`config.mk`:
```
export PLATFORM = sky130hd
export DESIGN_NAME = sdram_cmd_arbiter_flat
export DESIGN_NICKNAME = d
export VERILOG_FILES = /design/src/rtl/sdram_cmd_arbiter_if.sv /design/src/rtl/sdram_cmd_arbiter.sv /design/src/flat_wrapper.sv
export SDC_FILE = /design/constraint.sdc
export NUM_CORES = 1
export LEC_CHECK = 0
export BUFFER_PORTS_ARGS = -buffer_cell sky130_fd_sc_hd__buf_2
export CAP_MARGIN = 10
export CORE_ASPECT_RATIO = 1.5
export CORE_MARGIN = 1
export CORE_UTILIZATION = 52
export CTS_BUF_LIST = sky130_fd_sc_hd__clkbuf_4
export DETAILED_ROUTE_END_ITERATION = 6
export PLACE_DENSITY = 0.87
export SLEW_MARGIN = 20
export SYNTH_ARGS = -nofsm -noshare
export SYNTH_HDL_FRONTEND = slang
export SYNTH_SLANG_ARGS = --single-unit
```
`constraint.sdc`:
```
create_clock -name clk -period 6.8 [get_ports clk]
set_input_delay 1.36 -clock clk [delete_from_list [all_inputs] [get_ports clk]]
set_output_delay 1.36 -clock clk [all_outputs]
set_load 0.005 [all_outputs]
```
`src/rtl/sdram_cmd_arbiter_if.sv`:
```
// Bundle of the per-channel request/command buses and the pin-level SDRAM
// command bus. The arbiter uses the slave view; the sub-engines and pads use
// the master view.
interface sdram_cmd_arbiter_if #(
  parameter int N_CH   = 3,
  parameter int ADDR_W = 13,
  parameter int BA_W   = 2,
  parameter int DQ_W   = 16,
  parameter int DQM_W  = 2
);
  logic                    init_done;
  logic [N_CH-1:0]         ch_req;
  logic [N_CH-1:0]         ch_gnt;
  logic [N_CH*4-1:0]       ch_cmd;
  logic [N_CH-1:0]         ch_cke;
  logic [N_CH*ADDR_W-1:0]  ch_addr;
  logic [N_CH*BA_W-1:0]    ch_ba;
  logic [N_CH*DQM_W-1:0]   ch_dqm;
  logic [N_CH*DQ_W-1:0]    ch_dq_out;
  logic [N_CH-1:0]         ch_dq_oe;
  logic                    dram_cs_n;
  logic                    dram_ras_n;
  logic                    dram_cas_n;
  logic                    dram_we_n;
  logic                    dram_cke;
  logic [ADDR_W-1:0]       dram_addr;
  logic [BA_W-1:0]         dram_ba;
  logic [DQM_W-1:0]        dram_dqm;
  logic [DQ_W-1:0]         dram_dq_out;
  logic                    dram_dq_oe;
  logic [2:0]              active_ch;
  logic                    bus_busy;
  logic                    refresh_urgent;

  modport slave (
    input  init_done, ch_req, ch_cmd, ch_cke, ch_addr, ch_ba, ch_dqm,
           ch_dq_out, ch_dq_oe,
    output ch_gnt, dram_cs_n, dram_ras_n, dram_cas_n, dram_we_n, dram_cke,
           dram_addr, dram_ba, dram_dqm, dram_dq_out, dram_dq_oe,
           active_ch, bus_busy, refresh_urgent
  );

  modport master (
    output init_done, ch_req, ch_cmd, ch_cke, ch_addr, ch_ba, ch_dqm,
           ch_dq_out, ch_dq_oe,
    input  ch_gnt, dram_cs_n, dram_ras_n, dram_cas_n, dram_we_n, dram_cke,
           dram_addr, dram_ba, dram_dqm, dram_dq_out, dram_dq_oe,
           active_ch, bus_busy, refresh_urgent
  );
endinterface

```
`src/rtl/sdram_cmd_arbiter.sv`:
```
// Registered N-channel owner arbiter for the SDRAM command/data bus.
// Requests and init_done are registered first, so a grant or release lands
// two edges after the request edge. The owner keeps the bus until it drops
// its request; every ownership change is followed by TURN_CYC NOP cycles.
module sdram_cmd_arbiter #(
  parameter int N_CH     = 3,
  parameter int ADDR_W   = 13,
  parameter int BA_W     = 2,
  parameter int DQ_W     = 16,
  parameter int DQM_W    = 2,
  parameter int INIT_CH  = 0,
  parameter int REF_CH   = 2,
  parameter int TURN_CYC = 1,
  parameter int MAX_HOLD = 64
) (
  input logic               clk,
  input logic               rst,
  sdram_cmd_arbiter_if.slave bus
);
  typedef enum logic [1:0] {ST_IDLE = 2'd0, ST_OWN = 2'd1, ST_TURN = 2'd2} state_t;

  localparam logic [3:0]    CMD_NOP = 4'b0111;
  localparam int            HW      = (MAX_HOLD < 1) ? 1 : $clog2(MAX_HOLD + 1);
  localparam logic [HW-1:0] HMAX    = HW'(MAX_HOLD);

  if (REF_CH >= N_CH || INIT_CH >= N_CH || N_CH < 2 || N_CH > 8 ||
      TURN_CYC < 1 || TURN_CYC > 7) begin : g_param_err
    $error("sdram_cmd_arbiter: REF_CH/INIT_CH/N_CH/TURN_CYC out of range");
  end

  state_t              state_r, state_nxt_s;
  logic [2:0]          owner_r, owner_nxt_s, ptr_r, ptr_nxt_s;
  logic [2:0]          turn_cnt_r, turn_nxt_s;
  logic [N_CH-1:0]     req_r;
  logic                init_done_r;
  logic [7:0]          req8_s, gnt_r, gnt_nxt_s;
  logic                busy_r, busy_nxt_s;
  logic [HW-1:0]       hold_cnt_r, hold_nxt_s;
  logic                urgent_r, urgent_nxt_s;
  logic                win_vld_s, grant_ref_s;
  logic [2:0]          win_idx_s;
  logic [3:0]          cmd_r, cmd_nxt_s;
  logic                cke_r, cke_nxt_s, oe_r, oe_nxt_s;
  logic [ADDR_W-1:0]   addr_r, addr_nxt_s;
  logic [BA_W-1:0]     ba_r, ba_nxt_s;
  logic [DQM_W-1:0]    dqm_r, dqm_nxt_s;
  logic [DQ_W-1:0]     dq_r, dq_nxt_s;

  // Per-channel views padded to 8 entries so a 3-bit owner index fits exactly.
  logic [3:0]          cmd_a  [8];
  logic [ADDR_W-1:0]   addr_a [8];
  logic [BA_W-1:0]     ba_a   [8];
  logic [DQM_W-1:0]    dqm_a  [8];
  logic [DQ_W-1:0]     dq_a   [8];
  logic [7:0]          cke_v, oe_v;

  for (genvar i = 0; i < 8; i++) begin : g_ch
    if (i < N_CH) begin : g_on
      assign cmd_a[i]  = bus.ch_cmd[4*i +: 4];
      assign addr_a[i] = bus.ch_addr[ADDR_W*i +: ADDR_W];
      assign ba_a[i]   = bus.ch_ba[BA_W*i +: BA_W];
      assign dqm_a[i]  = bus.ch_dqm[DQM_W*i +: DQM_W];
      assign dq_a[i]   = bus.ch_dq_out[DQ_W*i +: DQ_W];
      assign cke_v[i]  = bus.ch_cke[i];
      assign oe_v[i]   = bus.ch_dq_oe[i];
    end else begin : g_off
      assign cmd_a[i]  = CMD_NOP;
      assign addr_a[i] = {ADDR_W{1'b0}};
      assign ba_a[i]   = {BA_W{1'b0}};
      assign dqm_a[i]  = {DQM_W{1'b1}};
      assign dq_a[i]   = {DQ_W{1'b0}};
      assign cke_v[i]  = 1'b0;
      assign oe_v[i]   = 1'b0;
    end
  end

  assign req8_s = 8'(req_r);

  // Pick the eligible winner: init channel only before init_done, then
  // refresh first, otherwise round-robin from ptr+1 skipping the refresh channel.
  always_comb begin
    logic [3:0] sum_v;
    win_vld_s = 1'b0;
    win_idx_s = 3'd0;
    sum_v     = 4'd0;
    if (!init_done_r) begin
      if (req8_s[INIT_CH]) begin
        win_vld_s = 1'b1;
        win_idx_s = 3'(INIT_CH);
      end else begin
        win_vld_s = 1'b0;
      end
    end else if (req8_s[REF_CH]) begin
      win_vld_s = 1'b1;
      win_idx_s = 3'(REF_CH);
    end else begin
      for (int k = 1; k <= N_CH; k++) begin
        sum_v = {1'b0, ptr_r} + 4'(k);
        if (sum_v >= 4'(N_CH)) begin
          sum_v = sum_v - 4'(N_CH);
        end else begin
          sum_v = sum_v;
        end
        if (!win_vld_s && sum_v[2:0] != 3'(REF_CH) && req8_s[sum_v[2:0]]) begin
          win_vld_s = 1'b1;
          win_idx_s = sum_v[2:0];
        end else begin
          win_vld_s = win_vld_s;
        end
      end
    end
  end

  // Next-state, grant and pin values; the pins show NOP whenever no owner drives.
  always_comb begin
    state_nxt_s = state_r;
    owner_nxt_s = owner_r;
    ptr_nxt_s   = ptr_r;
    turn_nxt_s  = turn_cnt_r;
    gnt_nxt_s   = gnt_r;
    busy_nxt_s  = busy_r;
    grant_ref_s = 1'b0;
    cmd_nxt_s   = CMD_NOP;
    cke_nxt_s   = cke_r;
    addr_nxt_s  = addr_r;
    ba_nxt_s    = ba_r;
    dqm_nxt_s   = {DQM_W{1'b1}};
    dq_nxt_s    = dq_r;
    oe_nxt_s    = 1'b0;
    case (state_r)
      ST_IDLE: begin
        if (win_vld_s) begin
          state_nxt_s = ST_OWN;
          owner_nxt_s = win_idx_s;
          gnt_nxt_s   = 8'(8'd1 << win_idx_s);
          busy_nxt_s  = 1'b1;
          grant_ref_s = (win_idx_s == 3'(REF_CH));
          if (win_idx_s != 3'(REF_CH)) begin
            ptr_nxt_s = win_idx_s;
          end else begin
            ptr_nxt_s = ptr_r;
          end
        end else begin
          state_nxt_s = ST_IDLE;
        end
      end
      ST_OWN: begin
        if (req8_s[owner_r]) begin
          cmd_nxt_s  = cmd_a[owner_r];
          cke_nxt_s  = cke_v[owner_r];
          addr_nxt_s = addr_a[owner_r];
          ba_nxt_s   = ba_a[owner_r];
          dqm_nxt_s  = dqm_a[owner_r];
          dq_nxt_s   = dq_a[owner_r];
          oe_nxt_s   = oe_v[owner_r];
        end else begin
          state_nxt_s = ST_TURN;
          gnt_nxt_s   = 8'd0;
          busy_nxt_s  = 1'b0;
          turn_nxt_s  = 3'(TURN_CYC - 1);
        end
      end
      ST_TURN: begin
        if (turn_cnt_r == 3'd0) begin
          state_nxt_s = ST_IDLE;
        end else begin
          turn_nxt_s = turn_cnt_r - 3'd1;
        end
      end
      default: begin
        state_nxt_s = ST_IDLE;
        gnt_nxt_s   = 8'd0;
        busy_nxt_s  = 1'b0;
      end
    endcase
  end

  // Refresh wait counter: counts while refresh waits behind a busy bus.
  always_comb begin
    if (!req8_s[REF_CH] || grant_ref_s) begin
      hold_nxt_s = {HW{1'b0}};
    end else if (state_r != ST_IDLE &&
                 !(state_r == ST_OWN && owner_r == 3'(REF_CH)) &&
                 hold_cnt_r < HMAX) begin
      hold_nxt_s = hold_cnt_r + 1'b1;
    end else begin
      hold_nxt_s = hold_cnt_r;
    end
    urgent_nxt_s = (MAX_HOLD != 0) && (hold_cnt_r >= HMAX);
  end

  // FSM state register.
  always_ff @(posedge clk) begin
    if (rst) begin
      state_r <= ST_IDLE;
    end else begin
      state_r <= state_nxt_s;
    end
  end

  // Request sampling, grant/status and registered pin values.
  always_ff @(posedge clk) begin
    if (rst) begin
      req_r       <= {N_CH{1'b0}};
      init_done_r <= 1'b0;
      owner_r     <= 3'd0;
      ptr_r       <= 3'(N_CH - 1);
      turn_cnt_r  <= 3'd0;
      gnt_r       <= 8'd0;
      busy_r      <= 1'b0;
      hold_cnt_r  <= {HW{1'b0}};
      urgent_r    <= 1'b0;
      cmd_r       <= CMD_NOP;
      cke_r       <= 1'b0;
      addr_r      <= {ADDR_W{1'b0}};
      ba_r        <= {BA_W{1'b0}};
      dqm_r       <= {DQM_W{1'b1}};
      dq_r        <= {DQ_W{1'b0}};
      oe_r        <= 1'b0;
    end else begin
      req_r       <= bus.ch_req;
      init_done_r <= bus.init_done;
      owner_r     <= owner_nxt_s;
      ptr_r       <= ptr_nxt_s;
      turn_cnt_r  <= turn_nxt_s;
      gnt_r       <= gnt_nxt_s;
      busy_r      <= busy_nxt_s;
      hold_cnt_r  <= hold_nxt_s;
      urgent_r    <= urgent_nxt_s;
      cmd_r       <= cmd_nxt_s;
      cke_r       <= cke_nxt_s;
      addr_r      <= addr_nxt_s;
      ba_r        <= ba_nxt_s;
      dqm_r       <= dqm_nxt_s;
      dq_r        <= dq_nxt_s;
      oe_r        <= oe_nxt_s;
    end
  end

  assign bus.ch_gnt         = gnt_r[N_CH-1:0];
  assign bus.bus_busy       = busy_r;
  assign bus.active_ch      = owner_r;
  assign bus.refresh_urgent = urgent_r;
  assign bus.dram_cs_n      = cmd_r[3];
  assign bus.dram_ras_n     = cmd_r[2];
  assign bus.dram_cas_n     = cmd_r[1];
  assign bus.dram_we_n      = cmd_r[0];
  assign bus.dram_cke       = cke_r;
  assign bus.dram_addr      = addr_r;
  assign bus.dram_ba        = ba_r;
  assign bus.dram_dqm       = dqm_r;
  assign bus.dram_dq_out    = dq_r;
  assign bus.dram_dq_oe     = oe_r;
endmodule

```
`src/flat_wrapper.sv`:
```
// flat-port wrapper written by rule: the top's interface ports become plain ports
module sdram_cmd_arbiter_flat 
#(
  parameter int N_CH     = 3,
  parameter int ADDR_W   = 13,
  parameter int BA_W     = 2,
  parameter int DQ_W     = 16,
  parameter int DQM_W    = 2,
  parameter int INIT_CH  = 0,
  parameter int REF_CH   = 2,
  parameter int TURN_CYC = 1,
  parameter int MAX_HOLD = 64
)
  (clk, rst, bus_init_done, bus_ch_req, bus_ch_cmd, bus_ch_cke, bus_ch_addr, bus_ch_ba, bus_ch_dqm, bus_ch_dq_out, bus_ch_dq_oe, bus_ch_gnt, bus_dram_cs_n, bus_dram_ras_n, bus_dram_cas_n, bus_dram_we_n, bus_dram_cke, bus_dram_addr, bus_dram_ba, bus_dram_dqm, bus_dram_dq_out, bus_dram_dq_oe, bus_active_ch, bus_bus_busy, bus_refresh_urgent);
  sdram_cmd_arbiter_if #(.N_CH(N_CH), .ADDR_W(ADDR_W), .BA_W(BA_W), .DQ_W(DQ_W), .DQM_W(DQM_W)) bus_i ();
  input logic clk;
  input logic rst;
  input wire logic [$bits(bus_i.init_done)-1:0] bus_init_done;
  input wire logic [$bits(bus_i.ch_req)-1:0] bus_ch_req;
  input wire logic [$bits(bus_i.ch_cmd)-1:0] bus_ch_cmd;
  input wire logic [$bits(bus_i.ch_cke)-1:0] bus_ch_cke;
  input wire logic [$bits(bus_i.ch_addr)-1:0] bus_ch_addr;
  input wire logic [$bits(bus_i.ch_ba)-1:0] bus_ch_ba;
  input wire logic [$bits(bus_i.ch_dqm)-1:0] bus_ch_dqm;
  input wire logic [$bits(bus_i.ch_dq_out)-1:0] bus_ch_dq_out;
  input wire logic [$bits(bus_i.ch_dq_oe)-1:0] bus_ch_dq_oe;
  output wire logic [$bits(bus_i.ch_gnt)-1:0] bus_ch_gnt;
  output wire logic [$bits(bus_i.dram_cs_n)-1:0] bus_dram_cs_n;
  output wire logic [$bits(bus_i.dram_ras_n)-1:0] bus_dram_ras_n;
  output wire logic [$bits(bus_i.dram_cas_n)-1:0] bus_dram_cas_n;
  output wire logic [$bits(bus_i.dram_we_n)-1:0] bus_dram_we_n;
  output wire logic [$bits(bus_i.dram_cke)-1:0] bus_dram_cke;
  output wire logic [$bits(bus_i.dram_addr)-1:0] bus_dram_addr;
  output wire logic [$bits(bus_i.dram_ba)-1:0] bus_dram_ba;
  output wire logic [$bits(bus_i.dram_dqm)-1:0] bus_dram_dqm;
  output wire logic [$bits(bus_i.dram_dq_out)-1:0] bus_dram_dq_out;
  output wire logic [$bits(bus_i.dram_dq_oe)-1:0] bus_dram_dq_oe;
  output wire logic [$bits(bus_i.active_ch)-1:0] bus_active_ch;
  output wire logic [$bits(bus_i.bus_busy)-1:0] bus_bus_busy;
  output wire logic [$bits(bus_i.refresh_urgent)-1:0] bus_refresh_urgent;
  assign bus_i.init_done = bus_init_done;
  assign bus_i.ch_req = bus_ch_req;
  assign bus_i.ch_cmd = bus_ch_cmd;
  assign bus_i.ch_cke = bus_ch_cke;
  assign bus_i.ch_addr = bus_ch_addr;
  assign bus_i.ch_ba = bus_ch_ba;
  assign bus_i.ch_dqm = bus_ch_dqm;
  assign bus_i.ch_dq_out = bus_ch_dq_out;
  assign bus_i.ch_dq_oe = bus_ch_dq_oe;
  assign bus_ch_gnt = bus_i.ch_gnt;
  assign bus_dram_cs_n = bus_i.dram_cs_n;
  assign bus_dram_ras_n = bus_i.dram_ras_n;
  assign bus_dram_cas_n = bus_i.dram_cas_n;
  assign bus_dram_we_n = bus_i.dram_we_n;
  assign bus_dram_cke = bus_i.dram_cke;
  assign bus_dram_addr = bus_i.dram_addr;
  assign bus_dram_ba = bus_i.dram_ba;
  assign bus_dram_dqm = bus_i.dram_dqm;
  assign bus_dram_dq_out = bus_i.dram_dq_out;
  assign bus_dram_dq_oe = bus_i.dram_dq_oe;
  assign bus_active_ch = bus_i.active_ch;
  assign bus_bus_busy = bus_i.bus_busy;
  assign bus_refresh_urgent = bus_i.refresh_urgent;
  sdram_cmd_arbiter #(.N_CH(N_CH), .ADDR_W(ADDR_W), .BA_W(BA_W), .DQ_W(DQ_W), .DQM_W(DQM_W), .INIT_CH(INIT_CH), .REF_CH(REF_CH), .TURN_CYC(TURN_CYC), .MAX_HOLD(MAX_HOLD)) u_core (.clk(clk), .rst(rst), .bus(bus_i));
endmodule
```
# After elaboration in Yosys (flattened, before gate mapping)
# Index checks and enable logic that the tools add are counted.
# W data, S select, Z words.
# totals
regBits	66
inputBits	123
output_inout_bits	47
wordCells	143
# classes
add_sub_neg	8
magnitude_cmp	10
eq_ne	12
n_shift	1
muxes	66
bitwise	4
reduce_logical	25
# ops
op	n
$mux W3	18
$bmux W16 S3	1
$bmux W13 S3	1
$mux W16	2
$mux W13	2
$mux W1	21
$bmux W1 S3	6
$lt A3 B4 Y1 const B	4
$bmux W2 S3	2
$bmux W4 S3	1
$ge A4 B2 Y1 const B	3
$mux W2	6
$ne A3 B2 Y1 const B	4
$pmux W3 S3	1
$reduce_and A3 Y1	3
$sub A3 B2 Y3 const B	3
$add A3 B2 Y4 const B	2
$logic_and A1 B1 Y1	8
$mux W4	2
$add A7 B1 Y7 const B	1
$ge A7 B7 Y1 const B	1
$lt A7 B7 Y1 const B	1
$eq A3 B2 Y1 const B	2
$pmux W2 S3	1
20 further kinds	30

# Depth between registers and ports, before layout
# Gate-level depths: netlist of run 1.
# logic_depth
word_depth	28
ltp_mapped	9
ltp_nobuf	8

# Least setup slack after synthesis of run 1
# Ideal clock, no wire load.
# synth_path
path_kind	reg-to-reg
startpoint	register u_core.ptr_r[0]
endpoint	register u_core.ptr_r[2]
setup_ps	115
t_arrival_ps	2394
required_ps	6685
slack_ps	4291
stages_incl_launch_ff	10
path_buffers	1
synth_period_minus_slack_ps	2509
path_cell_list	dfxtp_1 -> inv_1 -> ha_1 -> buf_6 -> or4b_1 -> a21oi_1 -> o31ai_1 -> and4_4 -> or3_4 -> and3_1
# synth_between
elab_chain_cells	25
elab_cells_between_ends	50
cone_classes	6 x add/sub; 3 x order compare; 4 x eq/ne; 29 x mux; 8 x reduce/logical
# synth_rtl
element	line_no	rtl
from (decl)	sdram_cmd_arbiter.sv:32	logic [2:0] owner_r, owner_nxt_s, ptr_r, ptr_nxt_s;
from (signal assigned)	sdram_cmd_arbiter.sv:207	ptr_r <= 3'(N_CH - 1);
from (signal assigned)	sdram_cmd_arbiter.sv:224	ptr_r <= ptr_nxt_s;
$add A3 B1 Y4	sdram_cmd_arbiter.sv:98	sum_v = {1'b0, ptr_r} + 4'(k);
$ge A4 B2 Y1 / $sub A3 B2 Y3 (equally long branches)	sdram_cmd_arbiter.sv:99, sdram_cmd_arbiter.sv:100	
$mux W3	sdram_cmd_arbiter.sv:99	if (sum_v >= 4'(N_CH)) begin
$mux W3	sdram_cmd_arbiter.sv:93	end else if (req8_s[REF_CH]) begin
$mux W3	sdram_cmd_arbiter.sv:86	if (!init_done_r) begin
$bmux W1 S3	sdram_cmd_arbiter.sv:104	if (!win_vld_s && sum_v[2:0] != 3'(REF_CH) && req8_s[sum_v[2:0]]) begin
$mux W1 (implied by the code)	sdram_cmd_arbiter.sv:104	
$logic_and A1 B1 Y1	sdram_cmd_arbiter.sv:104	
[... 8 more ...]	n/a	
$mux W1	sdram_cmd_arbiter.sv:86	
$logic_not A1 Y1	sdram_cmd_arbiter.sv:104	
$logic_and A1 B1 Y1 (2 in a row)	sdram_cmd_arbiter.sv:104	
$mux W3	sdram_cmd_arbiter.sv:104	
$mux W3	sdram_cmd_arbiter.sv:93	
$mux W3	sdram_cmd_arbiter.sv:86	
$ne A3 B2 Y1	sdram_cmd_arbiter.sv:138	if (win_idx_s != 3'(REF_CH)) begin
$reduce_and A3 Y1 (no source line)	n/a	
# Several ways; a longest one is shown, not always the timed one. The select of a mux whose other input is x is not followed.
# A chain may end at the register's enable or synchronous reset.

# Worst setup path in the final report of run 1
# layout_path
startpoint	register u_core.owner_r[0] (netlist: u_core.bus.active_ch[0])
endpoint	output port bus_active_ch[0]
# layout_lines
element	line_no	rtl
from (decl)	sdram_cmd_arbiter.sv:32	
from (signal assigned)	sdram_cmd_arbiter.sv:223	owner_r <= owner_nxt_s;
to (decl)	flat_wrapper.sv:38	output wire logic [$bits(bus_i.active_ch)-1:0] bus_active_ch;
# No word-level cell between the ends.

==> impl_metrics.tcl, run 1 <==
set metrics [dict create \
    cts_resized 0 \
    placed_area_um2 4440 \
    p_sw_mw 0.204 \
    clk_path_buf_depth 2 \
    min_to "u_core.gnt_r[1]$_SDFFE_PP0P_" \
    syn2layout_area_growth_pct 25.5 \
    routed_wirelength_mm 9.50 \
    netlist_area_um2 3610 \
    postSynthAreaPerCell_um2 8.39 \
    leakage_nw 1.95 \
    cp-start-kind "flip-flop" \
    setup_viol 0 \
    synth_seq_area_share_pct 36.6 \
    critPathKind "reg2out" \
    wl_per_cell_um 14.3 \
    hp-class "reg2reg" \
    cp_max_fo 23 \
    layout-drive-gt1-share_pct 34.4 \
    slowest_stage "dfxtp_1" \
    switching_share_pct 27.6 \
    maxCapViolCount 0 \
    ios 170 \
    status "finished, final reports clean" \
    layout_worst_path_cycle_share_pct 46.4 \
    ys_types 55 \
    p_seq_share_pct 55.7 \
    synth_nets 564 \
    critPathTopFamily "flip-flops" \
    cp_data_required_time_ps 5440 \
    num_rows 36 \
    grt-ovfl-total 0 \
    path_buf_inv 2 \
    worstPathArrival_ps 1800 \
    port_buffers 169 \
    antennaDiodeCount 0 \
    clock_latency_ps 400 \
    antenna_found_initial 0 \
    r2r-start "u_core.ptr_r[0]$_SDFFE_PP0P_" \
    num-fill-cells 529 \
    vias 3687 \
    drc 0 \
    cts_num_sinks 66 \
    final_cell_mix "169 x buf_2, 82 x nor2_1, 65 x dfxtp_1" \
    cts_tree "done" \
    ys.flop_type "dfxtp_1" \
    holdPathStages 1 \
    postCtsSetupRepairBufs 0 \
    r2r-end "u_core.ptr_r[1]$_SDFFE_PP1P_" \
    rrSetupSlack_ps 3710 \
    drt-pass1-iter-count 4 \
    maxSlewHeadroom_pct 38.6 \
    async_reset_ff_share_pct 0 \
    path_cells "buf_4 -> buf_2" \
    p_int_mw 0.535 \
    power_frac_comb_pct 18.4 \
    core_region_area_um2 6620 \
    whs_ps 477 \
    final_common_cell "buf_2" \
    rsz0062_at_grt "no" \
    clk_pin_slew_worst_paths_ps 90 \
    grt_pass1_vias 3725 \
    dp_slack_ps 3800 \
    ant_nets 0 \
    synthCells 430 \
    h-tree-depth 3 \
    grt.total_usage_pct 27.3 \
    clkPwrFrac_pct 25.9 \
    max_freq_mhz 317 \
    ys_seq_elements 66 \
    synth_edf_count 0 \
    avgViaCountPerCell 5.55 \
    power_density_nw_per_um2 163 \
    peakVddDrop_mv 0.111 \
    max_stage_delay_ps 830 \
    drtIter0Drc 123 \
    die-area_um2 7290 \
    start_util_pct 54.5 \
    grt_pass1_wl_mm 16.2 \
    min_from "u_core.gnt_r[1]$_SDFFE_PP0P_" \
    synth-warning-count 0 \
    cts_hold_buf 0 \
    fin_area_um2 4530 \
    finalSetupTns_ps 0 \
    skew_ps 9.27 \
    root_buffer "clkbuf_4" \
    end_kind "output port" \
    hold_violations 0 \
    worst_pin_slew_ps 920 \
    die_w_um 70.0 \
    setup_ws_ps 3640 \
    grt_max_degree 54 \
    die_y_um 104 \
    ff2ff_path_depth 8 \
    place.gp.congestion 0.939 \
    numCtsBuffers 9 \
    nets 717 \
    fin_crit_ps 3160 \
    finalMaxSlewViolations 0 \
    hpwl_mm 7.30 \
]
-- per-stage QoR --
step / utilization (%) / cells / total power [mW]
global placement: 67.0 / 648 / 0.551
global route: 68.4 / 664 / 0.787
finish: 68.4 / 664 / 0.739
detailed placement: 67.0 / 648 / 0.556
floorplan: - / 430 / 0.498
CTS: 68.4 / 664 / 0.747
-- routing by layer --
layer	wire, µm	vias up	GRT usage [%]	part of all wire (%)
li1	-	1833	-	-
met1	3690	1679	29.6	39
met2	4970	145	48.8	52
met3	531	30	5.52	5.6
met4	304	0	14.3	3.2
met5	0	-	0	0
-- worst register-to-register path, delay by kind of cell (launching register included) --
family,cells,cell delay [ps]
AND/OR/NAND/NOR,3,960
adder cells (fa/ha/maj),1,520
AO/OA/AOI/OAI,3,590
flip-flops,1,690
buffers and inverters,1,240
-- state kept, by name, indices dropped and copies added (netlist names), 2 cells and up --
register	cells
u_core.bus.active_ch	3
u_core.bus.dram_addr	13
u_core.bus.dram_ba	2
u_core.bus.dram_dq_out	16
u_core.bus.dram_dqm	2
u_core.cmd_r	4
u_core.gnt_r	3
u_core.hold_cnt_r	7
u_core.ptr_r	3
u_core.req_r	3
u_core.state_r	2
u_core.turn_cnt_r	3
-- cells in the mapped netlist (2+ instances only) --
cell type  instances  area (µm²)
nand3_1            3        15.0
inv_1             10        37.5
buf_6              4        45.0
nand2b_1           7        43.8
clkbuf_1          18        67.6
xor2_1             4        35.0
mux2_2             6        67.6
buf_2              2        10.0
nand4_1            2        12.5
a21oi_1           15        75.1
o2bb2ai_1          4        35.0
or3b_2             2        17.5
and3_1             4        25.0
o31ai_1            2        15.0
o22ai_1            7        43.8
nand2_1           15        56.3
nor2b_1            9        56.3
o21ai_0            6        30.0
xnor2_1            3        26.3
nor2_1            82         308
ha_1              11         138
o21a_1             2        15.0
nor3_1            38         190
a211oi_1          33         248
mux2i_1           40         400
buf_1              7        26.3
dfxtp_1           66        1320
-- power groups by stage --
stage               logic (mW)  registers (mW)  clock network (mW)
floorplan               0.0797           0.418                   0
global placement         0.131           0.420                   0
detailed placement       0.135           0.420                   0
CTS                      0.136           0.412               0.199
global route             0.152           0.414               0.221
finish                   0.136           0.412               0.191
-- cell type report --
class / count / area [µm²] / area share (%)
clock buffer: 9 / 67.6 / 1.49
clock inverter: 7 / 26.3 / 0.580
inverter: 10 / 37.5 / 0.828
multi-input combinational: 322 / 2100 / 46.3
sequential: 66 / 1320 / 29.2
tap: 76 / 95.1 / 2.10
timing repair buffer: 174 / 883 / 19.5
-- worst max-delay path by stage --
stage / from / end / cells past startpoint
floorplan: u_core.ptr_r[0]$_SDFFE_PP0P_ / u_core.ptr_r[2]$_SDFFE_PP0P_ / 9
global placement: u_core.ptr_r[0]$_SDFFE_PP0P_ / u_core.ptr_r[2]$_SDFFE_PP0P_ / 8
detailed placement: u_core.ptr_r[0]$_SDFFE_PP0P_ / u_core.ptr_r[1]$_SDFFE_PP1P_ / 8
CTS: u_core.bus.active_ch[0]$_SDFFE_PP0P_ / bus_active_ch[0] / 2
global route: u_core.bus.active_ch[0]$_SDFFE_PP0P_ / bus_active_ch[0] / 2
finish: u_core.bus.active_ch[0]$_SDFFE_PP0P_ / bus_active_ch[0] / 2
-- cells by family (layout without fill, tap and decap cells) --
family / count (synthesis) / after routing / synth area share [%]
fa+ha+maj: 11 / 11 / 3.81
mux: 46 / 46 / 13.0
compound gates: 78 / 78 / 15.1
xor+xnor: 7 / 7 / 1.70
flops: 66 / 66 / 36.6
buf+inv: 42 / 200 / 5.37
simple gates: 180 / 180 / 24.5
No activity file was read; power rests on OpenSTA's default activity.
==> run 2: changes to the inputs <==
CORE_UTILIZATION = 44   (was 52)
PLACE_DENSITY = 0.78   (was 0.87)
clock period = 2.6 ns   (was 6.8 ns; I/O delays follow)
==> impl_metrics.tcl, run 2 (same netlist as run 1, synthesis figures left out) <==
set metrics [dict create \
    status "finished, final reports clean" \
    drtIter0Drc 191 \
    port_buffers 169 \
    antenna_found_initial 1 \
    worstPathArrival_ps 2810 \
    fin_crit_ps 2510 \
    layout_worst_path_cycle_share_pct 96.7 \
    avgViaCountPerCell 5.27 \
    vias 3728 \
    setup_viol 0 \
    clk_pin_slew_worst_paths_ps 120 \
    num_rows 40 \
    power_density_nw_per_um2 428 \
    clk_path_buf_depth 2 \
    grt_pass1_wl_mm 16.3 \
    largest_register_ff_count 16 \
    maxCapViolCount 0 \
    die_y_um 113 \
    hpwl_mm 7.87 \
    finalMaxSlewViolations 0 \
    hp-class "in2reg" \
    end_kind "flip-flop" \
    grt_max_degree 35 \
    ant_nets 0 \
    finalSetupTns_ps 0 \
    ios 170 \
    critPathKind "reg2reg" \
    worst_pin_slew_ps 516 \
    nets 730 \
    final_cell_mix "169 x buf_2, 82 x nor2_1, 63 x dfxtp_1" \
    leakage_nw 2.04 \
    layout-drive-gt1-share_pct 38.3 \
    dp_slack_ps 40.1 \
    die_w_um 76.0 \
    cts_tree "done" \
    cp_data_required_time_ps 2900 \
    rrSetupSlack_ps 90 \
    cp-start-kind "flip-flop" \
    routed_wirelength_mm 10.1 \
    maxSlewHeadroom_pct 65.6 \
    final_common_cell "buf_2" \
    finish.utilization_pct 59.8 \
    max_freq_mhz 398 \
    cts_num_sinks 66 \
    h-tree-depth 3 \
    grt.total_usage_pct 23.8 \
    grt_pass1_vias 3602 \
    max_stage_delay_ps 520 \
    setup_ws_ps 87.1 \
    start_util_pct 45.4 \
    slowest_stage "or4b_1" \
    num-fill-cells 728 \
    syn2layout_area_growth_pct 31.8 \
    numCtsBuffers 9 \
    hold_violations 0 \
    skew_ps 15.4 \
    peakVddDrop_mv 0.265 \
    cp_max_fo 6 \
    root_buffer "clkbuf_4" \
    clock_latency_ps 400 \
    grt-ovfl-total 0 \
    path_cells "inv_1 -> buf_4 -> ha_1 -> or4b_1 -> a21oi_1 -> o31ai_2 -> and4_4 -> or3_4 -> a21o_1" \
    cts_hold_buf 0 \
    drt-pass1-iter-count 4 \
    core_region_area_um2 7960 \
    wl_per_cell_um 14.3 \
    die-area_um2 8580 \
    place.gp.congestion 0.869 \
    drc 0 \
]
-- run 2: changes by cell type in the layout (fill, tap and decap cells not counted), sizes merged --
cell	change
clkinv	-4
buf	+13
clkbuf	+1
diode	+2
clkinvlp	+2
inv	+1
-- run 2: worst paths after layout --
path	start	end	depth (start not counted)
worst max register to register	u_core.ptr_r[0]$_SDFFE_PP0P_	u_core.ptr_r[1]$_SDFFE_PP1P_	9
worst max-delay path	u_core.ptr_r[0]$_SDFFE_PP0P_	u_core.ptr_r[1]$_SDFFE_PP1P_	9
worst min-delay path	bus_ch_req[1]	u_core.req_r[1]$_SDFF_PP0_	2
worst min register to register	u_core.bus.bus_busy$_SDFFE_PP0P_	u_core.bus.bus_busy$_SDFFE_PP0P_	2
-- run 2: layout make-up --
type	count	area (µm²)	area share [%]
clock inverter	6	41.3	0.868
inverter	10	37.5	0.789
multi-input combinational	322	2150	45.1
antenna	2	5.00	0.105
sequential	66	1330	27.9
tap	105	131	2.76
clock buffer	10	75.1	1.58
timing repair buffer	187	993	20.9
-- run 2: report_power, final --
group | switching [mW] | internal [mW]
clock network | 0.370 | 0.207
logic | 0.193 | 0.196
registers | 0.0267 | 1.05
total | 0.589 | 1.45
-- run 2: through the flow --
| stage | instances | power [mW] | instance area, µm² | hold WS, ps |
|---|---|---|---|---|
| final | 708 | 2.04 | 4760 | 332 |
| after global routing | 707 | 2.15 | 4760 | 298 |
| after CTS | 705 | 2.05 | 4690 | 295 |
| after detailed placement | 689 | 1.47 | 4580 | 452 |
| after global placement | 689 | 1.46 | 4580 | 456 |
| after floorplan | 430 | 1.30 | 3610 | 453 |
-- run 2: critical path, delay by kind of cell (launching register included) --
family	cells	cell delay, ps
DFF	1	400
and+or+nand+nor	3	1100
buffers and inverters	2	210
AOI/OAI and AO/OA	3	500
adders and majority gates	1	200
-- run 2: timing repair --
item | CTS | global route
buffers inserted | 0 | 1
gates resized for setup | 0 | 11
endpoints found under the setup margin | 0 | 11
-- run 2: routing by layer --
layer  global-route usage [%]  share of wire (%)
met1                     25.0                 40
met2                     45.5                 53
met3                     3.31                4.8
met4                     12.6                2.4
met5                        0                  0
